[src/rtl/ctrl_pkg.sv]
// Shared encodings for the multicycle control unit: state enum, mux-select
// codes, ALU control codes and Funct[4:1] opcode constants.
// MAIN_FSM_ILLEGAL_TRAP_EN adds the TRAP state to the enum.
package ctrl_pkg;

  typedef enum logic [3:0] {
    FETCH    = 4'd0,
    DECODE   = 4'd1,
    MEMADR   = 4'd2,
    MEMREAD  = 4'd3,
    MEMWB    = 4'd4,
    MEMWRITE = 4'd5,
    EXECR    = 4'd6,
    EXECI    = 4'd7,
    ALUWB    = 4'd8,
    BRANCH   = 4'd9
`ifdef MAIN_FSM_ILLEGAL_TRAP_EN
    ,TRAP    = 4'd10
`endif
  } state_t;

  // ALUSrcB select
  localparam logic [1:0] SRCB_REG  = 2'b00;
  localparam logic [1:0] SRCB_IMM  = 2'b01;
  localparam logic [1:0] SRCB_FOUR = 2'b10;

  // ResultSrc select
  localparam logic [1:0] RES_ALUOUT = 2'b00;
  localparam logic [1:0] RES_DATA   = 2'b01;
  localparam logic [1:0] RES_ALU    = 2'b10;

  // ALUControl
  localparam logic [1:0] ALU_ADD = 2'b00;
  localparam logic [1:0] ALU_SUB = 2'b01;
  localparam logic [1:0] ALU_AND = 2'b10;
  localparam logic [1:0] ALU_ORR = 2'b11;

  // Funct[4:1] data-processing opcodes
  localparam logic [3:0] FN_AND = 4'b0000;
  localparam logic [3:0] FN_SUB = 4'b0010;
  localparam logic [3:0] FN_ADD = 4'b0100;
  localparam logic [3:0] FN_CMP = 4'b1010;
  localparam logic [3:0] FN_ORR = 4'b1100;

endpackage

[src/rtl/alu_field_dec.sv]
// Combinational ALU-field decoder: maps Funct to ALUControl, the NZ/CV
// flag-write requests and the compare (no-write) indication.
module alu_field_dec
  import ctrl_pkg::*;
(
  input  logic       alu_op,
  input  logic [5:0] funct,
  output logic [1:0] alu_control,
  output logic [1:0] flag_w,
  output logic       no_write
);

  // Decode Funct[4:1] only in execute states; otherwise everything is idle.
  always_comb begin
    alu_control = ALU_ADD;
    flag_w      = 2'b00;
    no_write    = 1'b0;
    if (alu_op) begin
      unique case (funct[4:1])
        FN_ADD:  alu_control = ALU_ADD;
        FN_SUB:  alu_control = ALU_SUB;
        FN_AND:  alu_control = ALU_AND;
        FN_ORR:  alu_control = ALU_ORR;
        FN_CMP: begin
          alu_control = ALU_SUB;
          no_write    = 1'b1;
        end
        default: alu_control = ALU_ADD;
      endcase
      // C/V only mean something for arithmetic results.
      flag_w[1] = funct[0];
      flag_w[0] = funct[0] & ((alu_control == ALU_ADD) | (alu_control == ALU_SUB));
    end
  end

endmodule

[src/rtl/main_control_fsm.sv]
// Multicycle ARM-subset main control FSM (Moore) with ALU-field decode.
// Optional MAIN_FSM_ILLEGAL_TRAP_EN: Op=11 traps into a sticky TRAP state
// that raises Illegal until reset; without it Op=11 returns to FETCH.
module main_control_fsm
  import ctrl_pkg::*;
#(
  parameter logic [3:0] RD_PC = 4'hF
) (
  input  logic       clk,
  input  logic       reset,
  input  logic [1:0] Op,
  input  logic [5:0] Funct,
  input  logic [3:0] Rd,
  output logic       IRWrite,
  output logic       AdrSrc,
  output logic       ALUSrcA,
  output logic [1:0] ALUSrcB,
  output logic [1:0] ResultSrc,
  output logic [1:0] ALUControl,
  output logic [1:0] FlagW,
  output logic       NoWrite,
  output logic       NextPC,
  output logic       RegW,
  output logic       MemW,
  output logic       PCS,
  output logic       Illegal
);

  state_t state_q, state_d;
  state_t eff_state;
  logic   alu_op;
  logic   branch;

  // While reset is held the outputs decode as FETCH so selects are stable.
  assign eff_state = reset ? FETCH : state_q;

  alu_field_dec u_alu_dec (
    .alu_op      (alu_op),
    .funct       (Funct),
    .alu_control (ALUControl),
    .flag_w      (FlagW),
    .no_write    (NoWrite)
  );

  // State register with synchronous reset to FETCH.
  always_ff @(posedge clk) begin
    if (reset) state_q <= FETCH;
    else       state_q <= state_d;
  end

  // Next-state logic; instruction fields are consulted only in decision states.
  always_comb begin
    state_d = FETCH;
    unique case (state_q)
      FETCH:  state_d = DECODE;
      DECODE: begin
        unique case (Op)
          2'b00:   state_d = Funct[5] ? EXECI : EXECR;
          2'b01:   state_d = MEMADR;
          2'b10:   state_d = BRANCH;
`ifdef MAIN_FSM_ILLEGAL_TRAP_EN
          default: state_d = TRAP;
`else
          default: state_d = FETCH;
`endif
        endcase
      end
      MEMADR:       state_d = Funct[0] ? MEMREAD : MEMWRITE;
      MEMREAD:      state_d = MEMWB;
      EXECR, EXECI: state_d = NoWrite ? FETCH : ALUWB;
`ifdef MAIN_FSM_ILLEGAL_TRAP_EN
      TRAP:         state_d = TRAP;
`endif
      default:      state_d = FETCH;
    endcase
  end

  // Moore output decode from the (reset-qualified) registered state.
  always_comb begin
    IRWrite   = 1'b0;
    NextPC    = 1'b0;
    AdrSrc    = 1'b0;
    ALUSrcA   = 1'b0;
    ALUSrcB   = SRCB_REG;
    ResultSrc = RES_ALUOUT;
    RegW      = 1'b0;
    MemW      = 1'b0;
    alu_op    = 1'b0;
    branch    = 1'b0;
    Illegal   = 1'b0;
    unique case (eff_state)
      FETCH: begin
        IRWrite   = ~reset;
        NextPC    = ~reset;
        ALUSrcA   = 1'b1;
        ALUSrcB   = SRCB_FOUR;
        ResultSrc = RES_ALU;
      end
      DECODE: begin
        ALUSrcA   = 1'b1;
        ALUSrcB   = SRCB_FOUR;
        ResultSrc = RES_ALU;
      end
      MEMADR:   ALUSrcB = SRCB_IMM;
      MEMREAD:  AdrSrc  = 1'b1;
      MEMWB: begin
        ResultSrc = RES_DATA;
        RegW      = 1'b1;
      end
      MEMWRITE: begin
        AdrSrc = 1'b1;
        MemW   = 1'b1;
      end
      EXECR:    alu_op = 1'b1;
      EXECI: begin
        ALUSrcB = SRCB_IMM;
        alu_op  = 1'b1;
      end
      ALUWB:    RegW = 1'b1;
      BRANCH: begin
        ALUSrcB   = SRCB_IMM;
        ResultSrc = RES_ALU;
        branch    = 1'b1;
      end
`ifdef MAIN_FSM_ILLEGAL_TRAP_EN
      TRAP:     Illegal = 1'b1;
`endif
      default: ;
    endcase
  end

  // A write to the PC register or a branch redirects the PC.
  assign PCS = (RegW & (Rd == RD_PC)) | branch;

endmodule

[config.mk]
export PLATFORM = sky130hd
export DESIGN_NAME = main_control_fsm
export DESIGN_NICKNAME = d
export VERILOG_FILES = /design/src/rtl/ctrl_pkg.sv /design/src/rtl/alu_field_dec.sv /design/src/rtl/main_control_fsm.sv
export SDC_FILE = /design/constraint.sdc
export NUM_CORES = 1
export LEC_CHECK = 0
export ABC_CLOCK_PERIOD_IN_PS = 2600
export CAP_MARGIN = 20
export CORE_ASPECT_RATIO = 0.8
export CORE_MARGIN = 4
export CORE_UTILIZATION = 25
export DETAILED_ROUTE_END_ITERATION = 16
export MAX_ROUTING_LAYER = met4
export PLACE_DENSITY = 0.58
export SYNTH_ARGS = -nofsm -noshare
export SYNTH_HDL_FRONTEND = slang
export SYNTH_SLANG_ARGS = --single-unit
export TNS_END_PERCENT = 20
[constraint.sdc]
create_clock -name clk -period 2.6 [get_ports clk]
set_input_delay 0.52 -clock clk [delete_from_list [all_inputs] [get_ports clk]]
set_output_delay 0.52 -clock clk [all_outputs]
set_load 0.1 [all_outputs]
Yosys cells after proc, flatten, opt, wreduce, memory -nomap -nowiden --
Index checks and enable logic that the tools add are counted.
Cells by class: equal/unequal tests 21, muxes and demuxes 21, reductions and logical operators 13, bitwise logic cells 5
Operator list (number):
- $eq 4x3->1 const B | 6
- $eq 4x2->1 const B | 5
- $eq 4x4->1 const B | 5
- $pmux 4 s5 | 1
- $logic_not 4->1 | 3
- $pmux 4 s3 | 1
- $reduce_or 2->1 | 6
- $mux 1 | 10
- $eq 4x1->1 const B | 2
- $mux 4 | 2
- $pmux 2 s2 | 2
- $mux 2 | 3
- $pmux 2 s3 | 1
- $reduce_or 3->1 | 2
- $eq 2x1->1 const B | 2
- $logic_not 2->1 | 2
- $mux 3 | 1
- $and 1x1->1 | 2
- $eq 2x2->1 const B | 1
- $or 1x1->1 | 2
- $not 1->1 | 1
Word-level totals: bits in registers 4, output and inout bits 17, input bits 14, logic and storage cells 61

Logic depth before layout (Yosys ltp) --
word-level depth 9, depth in mapped cells 4, depth with buffers taken out 3

Hierarchy --
A second synthesis with hierarchy kept.
Second synthesis, totals: cells, all modules 62, area total of the unflattened synthesis 442.9 sq um
Modules (own cells, without submodules):
- main_control_fsm | times used 1, area an instance 377.9 sq um, cells each 52, seq. area each 80.1 sq um
- alu_field_dec | times used 1, area an instance 65.1 sq um, cells each 10, seq. area each 0.0 sq um

Worst setup path after synthesis --
No wires, ideal clock.
path kind input to output, start point in reset, end point out NextPC, cell stages on the path 4, path slack -1.608 ns, arrival 3.688 ns, path buffers 2, required time 2.080 ns, path through buf_2 -> or3_1 -> nor3_1 -> buf_4
Between the ends: longest elaborated chain between the ends 3, elaborated cells on any way between the ends 4, those cells by class 2 x mux; 1 x bitwise; 1 x reduce/logical
RTL lines:
- start, declared | line main_control_fsm.sv:10 | input logic reset,
- $mux 4 | line main_control_fsm.sv:35 | assign eff_state = reset ? FETCH : state_q;
- $logic_not 4->1
- $mux 1 *
- end, declared | line main_control_fsm.sv:22 | output logic NextPC,
Mark *: on every way between the ends. The rest lies on a longest branch, timed or not.

Worst setup path in the final report --
start point in reset, end point out IRWrite
Between the ends: longest elaborated chain between the ends 3, elaborated cells on any way between the ends 4, those cells by class 2 x mux; 1 x bitwise; 1 x reduce/logical
RTL lines:
- $mux 4 | line main_control_fsm.sv:35
- $logic_not 4->1 | line main_control_fsm.sv:91 | unique case (eff_state)
- $mux 1 * | line main_control_fsm.sv:91
- end, declared | line main_control_fsm.sv:14 | output logic IRWrite,
Marked as above.

==> results.json <==
{
  "status": "finished, final reports clean",
  "holdCritPathClass": "reg -> reg",
  "timing.final.crit_share_pct": 93.7,
  "hold_viol_final": 0,
  "setup_viol": 0,
  "mappedNetlistArea_um2": 484,
  "drt_drc_violations_left": 0,
  "tightest_slew_ps": 540,
  "postCtsSetupRepairBufs": 0,
  "wirelength_mm": 1.52,
  "finClkSkew_ps": 5.92,
  "cap_violations": 0,
  "r2r_setup_slack_ps": 1230,
  "dieArea_um2": 2710,
  "cp_top_family": "buffers and inverters",
  "synth_top_flop_cell": "dfxtp_1",
  "grt_remaining_overflow": 0,
  "grt_pass1_wl_mm": 2.37,
  "vias_per_cell": 4.93,
  "yosysSeqAreaShare_pct": 16.5,
  "final_common_cell": "buf_12",
  "crit_buf_inv": 2,
  "ys_types": 31,
  "worstSetupPathType": "in -> out",
  "clock-sinks": 4,
  "final_cell_mix": "buf_12, clkdlybuf4s50_1, nor2_1",
  "synth_area_leaders": "dfxtp_1, nor2_1, nor3_1, nor4_2, nor4b_4",
  "synth_top_area_share_pct": 16.5,
  "nNetsFinal": 107,
  "whs_ps": 659,
  "cts_resized": 0,
  "max_stage_delay_ps": 470,
  "clk_latency_ps": 250,
  "dr_total_vias": 557,
  "hold_path_startpoint": "state_q[3]$_SDFF_PP0_",
  "grt_max_degree": 14,
  "die_y_um": 47.4,
  "ios": 31,
  "r2r_start": "state_q[0]$_SDFF_PP0_",
  "syn_area_per_cell_um2": 7.69,
  "ir_drop_v": 0.000236,
  "period_needed_ps": 2440,
  "tns_ps": 0,
  "area_growth_pct": 103,
  "cp-start-kind": "primary input",
  "synth_cells": 63,
  "crit_fanout": 4,
  "hpwlAfterDp_mm": 1.22,
  "largestRegisters": "state_q (4)",
  "tritoncts": "done",
  "slew_viol_final": 0,
  "ant_nets": 0,
  "slew_headroom_pct": 64.0,
  "first_pass_iters": 4,
  "synth_area_leader_cell": "dfxtp_1",
  "clk_pin_slew_ps": 40,
  "antenna_found_initial": 0,
  "crit_chain": "clkdlybuf4s50_1 -> or3_1 -> nor3_2 -> buf_12",
  "fp.dieW_um": 57.2,
  "reg2regPathDepth": 3,
  "crit_arrival_ps": 1920,
  "io_buffers": 29,
  "holdBufCountCts": 0,
  "synth_edf_count": 0,
  "place_congestion": 0.697,
  "coreArea_um2": 1720,
  "cts_max_level": 1,
  "power_density_nw_per_um2": 389,
  "p_leak_nw": 0.372,
  "largest_register": "state_q",
  "drive_above_1_share_pct": 37.4,
  "num_antenna_cells": 0,
  "largest_register_ffs": 4,
  "fmax_ghz": 0.411,
  "synth_seq_cells": 4,
  "yosys_warnings": 0,
  "timing.critical_path.to": "IRWrite",
  "numCtsBuffers": 3,
  "synthArstFlopShare_pct": 0,
  "cts-root-buf": "clkbuf_4",
  "start_util_pct": 28.1,
  "cp_data_required_time_ps": 2080,
  "endpoint_kind": "output port",
  "synth_fp_nets": 77,
  "rows": 13,
  "dr.first_iter.drc_count": 8,
  "clockBufferDepth": 2,
  "worstSetupPathDepth": 4,
  "r2r-end": "state_q[3]$_SDFF_PP0_",
  "slowest_stage": "clkdlybuf4s50_1",
  "rsz0062_at_grt": "no",
  "grt_usage_pct": 12.2,
  "cp-startpoint": "reset",
  "post_drt_wl_per_cell_um": 13.4,
  "grt_pass1_vias": 519,
  "fillers": 162
}
[metrics by stage]
stage / setup WS, ps / power, W / cell area [um^2] / instances / utilization, %
2_1_floorplan: -651 / 0.000221 / 510 / 63 / -
3_5_place_dp: 156 / 0.000299 / 960 / 110 / 55.7
5_1_grt: 49.2 / 0.000401 / 982 / 113 / 57.0
4_1_cts: 144 / 0.000387 / 982 / 113 / 57.0
3_3_place_gp: 144 / 0.000297 / 960 / 110 / 55.7
6_report: 164 / 0.000382 / 982 / 113 / 57.0
[worst register-to-register path, stage by stage, from the launching register on]
cell	delay, ps
dfxtp_1	610
and2b_1	300
a22oi_2	80
a2111oi_2	280
[layer usage]
| metal | GRT usage, % | share of wire (%) | up-vias |
|---|---|---|---|
| met1 | 14.9 | 45 | 260 |
| li1 | - | - | 279 |
| met4 | 6.94 | 1.5 | 0 |
| met3 | 4.12 | 5.7 | 3 |
| met2 | 17.5 | 48 | 15 |
| met5 | - | 0 | - |
[where the power goes]
part | leakage (nW) | total [W] | switching (W) | internal (W)
Sequential | 0.0328 | 0.0000846 | 0.0000182 | 0.0000664
Clock | 0.0138 | 0.0000846 | 0.0000325 | 0.0000521
Combinational | 0.325 | 0.000213 | 0.000128 | 0.0000849
[worst min-delay path by stage]
stage / slack [ps] / to / cells past startpoint
after floorplan: 470 / state_q[3]$_SDFF_PP0_ / 2
after global placement: 630 / state_q[3]$_SDFF_PP0_ / 1
after detailed placement: 640 / state_q[3]$_SDFF_PP0_ / 1
after CTS: 650 / state_q[3]$_SDFF_PP0_ / 1
after global routing: 700 / state_q[3]$_SDFF_PP0_ / 1
final: 660 / state_q[3]$_SDFF_PP0_ / 1
[cells by family (layout without fill, tap and decap cells)]
| kind of cell | count (synthesis) | in the layout | synth area share [%] |
|---|---|---|---|
| AOI/OAI and AO/OA | 12 | 12 | 18.6 |
| DFF | 4 | 4 | 16.5 |
| muxes | 1 | 1 | 2.33 |
| and+or+nand+nor | 31 | 31 | 41.6 |
| other | 1 | 1 | 0.774 |
| xor gates and xnor gates | 4 | 4 | 7.24 |
| buffers and inverters | 10 | 38 | 12.9 |
[cell type report]
| class | count | area, um^2 | share of cell area [%] |
|---|---|---|---|
| clock buffer | 3 | 22.5 | 2.29 |
| sequential | 4 | 80.1 | 8.15 |
| tap | 22 | 27.5 | 2.80 |
| inverter | 3 | 11.3 | 1.15 |
| multi-input combinational | 49 | 368 | 37.5 |
| timing repair buffer | 32 | 473 | 48.2 |
[Yosys cell counts (all sizes together) (2+ instances only)]
library cell and count:
nand2 3, and3 2, o21ai 3, nor2 8
nor3 5, a21oi 3, or3 2, buf 6
xor2 2, nand2b 2, dfxtp 4, inv 3
a21o 2, nor4 3, xnor2 2
Note: power is estimated with default switching activity, not from simulation.
